[src/rtl/arb_pkg.sv]
// Shared definitions for the round-robin arbiter: state encoding and sizes.
package arb_pkg;

  localparam int N_REQ = 8;
  localparam int ID_W  = 3;

  typedef enum logic [1:0] {
    IDLE    = 2'd0,
    GRANT   = 2'd1,
    RELEASE = 2'd2
  } arb_state_e;

endpackage

[src/rtl/onehot_dec3x8.sv]
// Combinational 3-bit index to one-hot expansion; all zeros while disabled.
module onehot_dec3x8
  import arb_pkg::*;
(
  input  logic [ID_W-1:0]  idx_i,
  input  logic             en_i,
  output logic [N_REQ-1:0] onehot_o
);

  always_comb begin
    onehot_o = '0;
    if (en_i) onehot_o[idx_i] = 1'b1;
  end

endmodule

[src/rtl/rr_arbiter8.sv]
// Eight-way round-robin arbiter with one-hot grant and a dead RELEASE cycle
// between owners. Define ARB_TIMEOUT_EN to add the forced-release hold timer.
module rr_arbiter8
  import arb_pkg::*;
#(
  parameter int TIMEOUT = 16
) (
  input  logic             clk,
  input  logic             rst,
  input  logic [N_REQ-1:0] req,
  input  logic             done,
  output logic [N_REQ-1:0] gnt,
  output logic [ID_W-1:0]  gnt_id,
  output logic             busy
`ifdef ARB_TIMEOUT_EN
  ,
  output logic             timeout
`endif
);

  if (TIMEOUT < 2 || TIMEOUT > 255) begin : g_badTimeout
    $error("rr_arbiter8: TIMEOUT must be in 2..255");
  end

  arb_state_e      state_q, state_d;
  logic [ID_W-1:0] gntId_q, gntId_d;
  logic [ID_W-1:0] lastId_q, lastId_d;

  // Rotate so the search starts just above the last winner, then rotate back.
  logic [ID_W-1:0]    startId;
  logic [2*N_REQ-2:0] reqDup;
  logic [N_REQ-1:0]   reqRot;
  logic [ID_W-1:0]    offset;
  logic [ID_W-1:0]    winner;

  assign startId = lastId_q + 3'd1;
  assign reqDup  = {req[N_REQ-2:0], req};
  assign reqRot  = reqDup[startId +: N_REQ];
  assign winner  = startId + offset;

  always_comb begin
    offset = '0;
    for (int i = N_REQ - 1; i >= 0; i--) begin
      if (reqRot[i]) offset = ID_W'(i);
    end
  end

`ifdef ARB_TIMEOUT_EN
  logic [7:0] holdCnt_q, holdCnt_d;
  logic       timeout_q, timeout_d;
  logic       holdExpired;

  assign holdExpired = (holdCnt_q == 8'(TIMEOUT - 1));
`endif

  logic ownerLeaves;

  always_comb begin
    state_d     = state_q;
    gntId_d     = gntId_q;
    lastId_d    = lastId_q;
    ownerLeaves = done || !req[gntId_q];
`ifdef ARB_TIMEOUT_EN
    holdCnt_d   = holdCnt_q;
    timeout_d   = 1'b0;
`endif
    case (state_q)
      IDLE: begin
        if (req != '0) begin
          state_d  = GRANT;
          gntId_d  = winner;
          lastId_d = winner;
`ifdef ARB_TIMEOUT_EN
          holdCnt_d = '0;
`endif
        end
      end
      GRANT: begin
`ifdef ARB_TIMEOUT_EN
        holdCnt_d = holdCnt_q + 8'd1;
        // A simultaneous done makes this an ordinary release with no pulse.
        if (holdExpired && !done) timeout_d = 1'b1;
        if (ownerLeaves || holdExpired) state_d = RELEASE;
`else
        if (ownerLeaves) state_d = RELEASE;
`endif
      end
      RELEASE: state_d = IDLE;
      default: state_d = IDLE;
    endcase
  end

  always_ff @(posedge clk) begin
    if (rst) begin
      state_q  <= IDLE;
      gntId_q  <= '0;
      lastId_q <= 3'd7;
`ifdef ARB_TIMEOUT_EN
      holdCnt_q <= '0;
      timeout_q <= 1'b0;
`endif
    end else begin
      state_q  <= state_d;
      gntId_q  <= gntId_d;
      lastId_q <= lastId_d;
`ifdef ARB_TIMEOUT_EN
      holdCnt_q <= holdCnt_d;
      timeout_q <= timeout_d;
`endif
    end
  end

  assign busy   = (state_q == GRANT);
  assign gnt_id = gntId_q;
`ifdef ARB_TIMEOUT_EN
  assign timeout = timeout_q;
`endif

  onehot_dec3x8 u_dec (
    .idx_i    (gntId_q),
    .en_i     (busy),
    .onehot_o (gnt)
  );

endmodule

[config.mk]
export PLATFORM = sky130hd
export DESIGN_NAME = rr_arbiter8
export DESIGN_NICKNAME = d
export VERILOG_FILES = /design/src/rtl/arb_pkg.sv /design/src/rtl/onehot_dec3x8.sv /design/src/rtl/rr_arbiter8.sv
export SDC_FILE = /design/constraint.sdc
export NUM_CORES = 1
export LEC_CHECK = 0
export BUFFER_PORTS_ARGS = -buffer_cell sky130_fd_sc_hd__buf_2
export CORE_MARGIN = 3
export CORE_UTILIZATION = 45
export CTS_CLUSTER_SIZE = 14
export DETAILED_ROUTE_END_ITERATION = 8
export HOLD_SLACK_MARGIN = 0.03
export PLACE_DENSITY = 0.67
export SLEW_MARGIN = 10
export SYNTH_ARGS = -nofsm -noshare
export SYNTH_HDL_FRONTEND = slang
export SYNTH_SLANG_ARGS = --single-unit
[constraint.sdc]
create_clock -name clk -period 4.3 [get_ports clk]
set_input_delay 0.43 -clock clk [delete_from_list [all_inputs] [get_ports clk]]
set_output_delay 0.43 -clock clk [all_outputs]
set_load 0.01 [all_outputs]
* Yosys cells after proc, flatten, opt, wreduce, memory -nomap -nowiden *
Index checks and enable logic that the tools add are counted.

cells by class
  add/subtract/negate cells = 2
  order comparisons = 2
  equality and inequality tests = 3
  shift operators = 1
  mux-type cells = 16
  reduce and logical (&&, ||, !) cells = 7

operators with widths
  cell                                                    count
  two-way mux 3 bit                                       8
  variable part select 15 x 4 -> 8 bit                    1
  two-way mux 8 bit                                       1
  nonzero test 8 bit                                      1
  < comparator 3 x 4 -> 1 bit (second input constant)     1
  two-way mux 2 bit                                       2
  one-hot mux 2 bit (2 select lines)                      1
  AND reduction 2 bit                                     2
  adder 3 x 1 -> 3 bit (second input constant)            1
  adder 3 bit                                             1
  binary-select mux 1 bit (select 3 bit)                  1
  demux 1 bit (select 3 bit)                              1
  >= comparator 3 x 1 -> 1 bit (second input constant)    1
  equality test 2 x 1 -> 1 bit (second input constant)    1
  logical NOT 2 bit                                       1
  two-way mux 1 bit                                       2
  inequality test 2 x 1 -> 1 bit (second input constant)  1
  inequality test 2 bit (second input constant)           1
  logical AND 1 bit                                       1
  logical NOT 1 bit                                       1
  logical OR 1 bit                                        1

word-level totals
  bits in registers = 8
  bits of input ports = 11
  output and inout port bits = 12
  logic and storage cells = 34

* Longest topological paths before layout *
  word-level depth = 11
  gate-level depth with buffers = 16
  depth with buffers taken out = 14

* By module *
From an unflattened synthesis, not the netlist that was laid out.

second synthesis, totals
  cell total of the unflattened synthesis = 132
  area total of the unflattened synthesis = 1106.1 um^2

modules (own cells, without submodules)
  module         instances  cells each  area each (um^2)  sequential area each (um^2)
  rr_arbiter8    1          124         1009.7            160.2
  onehot_dec3x8  1          8           96.3              0.0

* Worst setup path before layout *
Ideal clock, no wire load.

  path type = reg-to-reg
  from = register lastId_q[0]
  to = register lastId_q[2]
  setup time = 0.120 ns
  arrival = 3.342 ns
  data required time = 4.180 ns
  setup slack = 0.839 ns
  cell stages (with the launch flop) = 16
  path buffers = 2
  period minus slack after synthesis = 3.461 ns
  path through = dfxtp_1 ha_1 buf_6 clkbuf_1 mux2_2 o21ai_0 nand4_1 a221o_1 nand2_1 ha_1 inv_1 fa_1 xnor2_1 and3_1 o21ai_2 mux2i_1

between the ends
  cells in the longest elaborated chain, start to end = 11

ends and longest elaborated chain
  element                               line                RTL
  from (decl)                           rr_arbiter8.sv:27   logic [ID_W-1:0] lastId_q, lastId_d;
  from (signal assigned)                rr_arbiter8.sv:105  lastId_q <= lastId_d;
  adder 3 x 1 -> 3 bit *                rr_arbiter8.sv:36   assign startId = lastId_q + 3'd1;
  variable part select 15 x 4 -> 8 bit  rr_arbiter8.sv:38   assign reqRot = reqDup[startId +: N_REQ];
  two-way mux 3 bit (8 in a row)        rr_arbiter8.sv:44   if (reqRot[i]) offset = ID_W'(i);
  adder 3 bit *                         rr_arbiter8.sv:39   assign winner = startId + offset;

Mark *: on every way between the ends. The rest lies on a longest branch, timed or not.
A chain may end at the register's enable or synchronous reset.

* Final worst setup path *
  from = register lastId_q[1]
  to = register lastId_q[2]

Same word-level chain as after synthesis.

==> results.cfg <==
[critical_path]
cpMostUsedCell = ha_1
cp_data_required_time_ns = 4.45
critPathLaunchType = flip-flop
cpMaxStageDelayCell = ha_1
max_stage_delay_ns = 0.52
crit_type = flip-flop to flip-flop
critPathMaxFanout = 10
worstSetupEndpointType = flip-flop
path_cells = ha_1 > mux2_2 > o311ai_0 > nand4_1 > a221o_1 > nand2_1 > ha_1 > inv_1 > fa_1 > xnor2_1 > and3_1 > o21ai_2 > mux2i_1
crit_arrival_ns = 3.81

[sta]
tightest_slew_ns = 0.8800
tns_ns = 0
slew_viol_final = 0
max_freq_mhz = 273.0
fin_crit_sh_pct = 85.17
setup_violations = 0
skew_ns = 0.005065
fin_hold_ws_ns = 0.4450
rsz0062_at_grt = no
hold_viol_final = 0
min_period_ns = 3.662
relSlewSlack_pct = 40.94

[clocking]
cts_tree = done
clk_path_buf_depth = 2
cts_buffers = 3
path_clk_slew_ns = 0.06
cts-root-buf = clkbuf_4
htree_levels = 1
insertion_delay_ns = 0.26
postCtsSetupRepairBufs = 0
cts_resized = 0
hold_buffers = 0
clkSinkCount = 8

[route]
totalWireLength_um = 2733
drt_iter0_drc = 28
via_per_inst = 6.081
wl_met1_um = 1314
antenna_left = 0
wire_per_inst_um = 14.69
dr_wl_met2_um = 1197
vias = 1131
dr_wl_met3_um = 221
top_layer_used = met3
first_pass_iters = 4
drcViolationCount = 0

[grt]
grt_pass1_vias = 964
grt_use_total_pct = 20.25
grt_pass1_wl_um = 4422
grt_start_max_net_pins = 16
antenna_found_initial = 0
overflow = 0

[die]
design.die.area_mm2 = 0.002945
ios = 23
die_h_um = 54.27
core_mm2 = 0.002082
initial_core_util_pct = 50.36
die-width_um = 54.27
rows = 16

[synthesis]
avgSynthCellArea_um2 = 7.543
syn_inst = 139
seq_area_frac_synth_pct = 15.27
ys_seq_elements = 8
yosys.cell_types.count = 40
synthFlopType = dfxtp_1
postSynth.asyncResetShare_pct = 0
ys_warn_count = 0
synth_area_mm2 = 0.001049
synth_fp_nets = 153
synth_edf_count = 0

[power]
p_leak_nw = 0.4963
powerDensity_mw_per_mm2 = 770.7
vdd_drop_max_mv = 0.4394

[final_layout]
fin_util_pct = 57.39
antenna_cells = 0
final_cell_mix = nor2_1, buf_2, nand2_1
nets = 175
syn2layout_area_growth_pct = 13.96
drive_above_1_share_pct = 25.16

[placed_design]
hpwlAfterDp_um = 2089
portBuffers = 22
gp_congestion = 0.8856

[run]
maxCapViolCount = 0

[outcome]
status = finished, final reports clean

[min_path]
min_path_type = input port to flip-flop
kinds of logic after synthesis:
kind of cell | after synthesis | share of synthesized area [%]
fa+ha+maj | 3 | 4.296
compound gates | 33 | 22.32
xor+xnor | 5 | 4.176
flops | 8 | 15.27
buf+inv | 15 | 6.204
mux | 17 | 21.72
simple gates | 58 | 26.02
area by class of cell:
type	count	area, µm²
clock buffer	3	22.52
timing repair buffer	24	125.1
inverter	8	30.03
tap	27	33.78
sequential	8	160.2
multi-input combinational	116	823.3
fill	209	887.1
where the power goes:
group | total [mW] | switching, mW | internal, mW
sequential | 0.132 | 0.0325 | 0.0998
clock | 0.0600 | 0.0279 | 0.0321
combinational | 0.729 | 0.399 | 0.330
registers in the layout, summed over array words and instances (netlist names):
signal	flops
lastId_q	3
state_q	2
gnt_id	3
metrics by stage:
stage	instances	area (µm²)	power, mW	worst slack, ns
2_1_floorplan	139	1049	0.7181	0.8386
3_3_place_gp	183	1172	0.8468	0.8512
3_5_place_dp	183	1172	0.8517	0.6748
4_1_cts	186	1195	0.9160	0.6462
5_1_grt	186	1195	1.010	0.3913
6_report	186	1195	0.9209	0.6375
cell usage after synthesis, types with 5 or more instances:
| master | number | area share [%] |
|---|---|---|
| a21oi_1 | 6 | 2.9 |
| dfxtp_1 | 8 | 15 |
| inv_1 | 7 | 2.5 |
| mux2_2 | 6 | 6.4 |
| mux2i_1 | 7 | 6.7 |
| nand2_1 | 12 | 4.3 |
| nand2b_1 | 8 | 4.8 |
| nor2_1 | 22 | 7.9 |
| nor2b_1 | 5 | 3.0 |
| nor3_1 | 5 | 2.4 |
| o21ai_0 | 7 | 3.3 |
critical path, delay by kind of cell, from the launching register on:
family / cells / cell delay (ns)
buffers and inverters: 1 / 0.05
and+or+nand+nor: 3 / 0.45
DFF: 1 / 0.32
muxes: 2 / 0.57
adders and majority gates: 3 / 1.09
AOI/OAI and AO/OA: 3 / 0.81
xor gates and xnor gates: 1 / 0.27
routing by layer:
| metal | GRT usage (%) | vias up |
|---|---|---|
| met5 | 0 | - |
| met1 | 28.83 | 536 |
| met4 | 0 | 0 |
| met3 | 5.722 | 0 |
| li1 | - | 550 |
| met2 | 32.27 | 45 |
final timing paths:
check,endpoint,from,cells past startpoint,slack [ns]
setup / recovery,lastId_q[2],lastId_q[1],13,0.64
hold reg to reg,lastId_q[1],lastId_q[1],2,0.53
setup reg to reg,lastId_q[2],lastId_q[1],13,0.64
hold / removal,gnt_id[0],rst,2,0.44
Power figures use the tool's default switching activity.
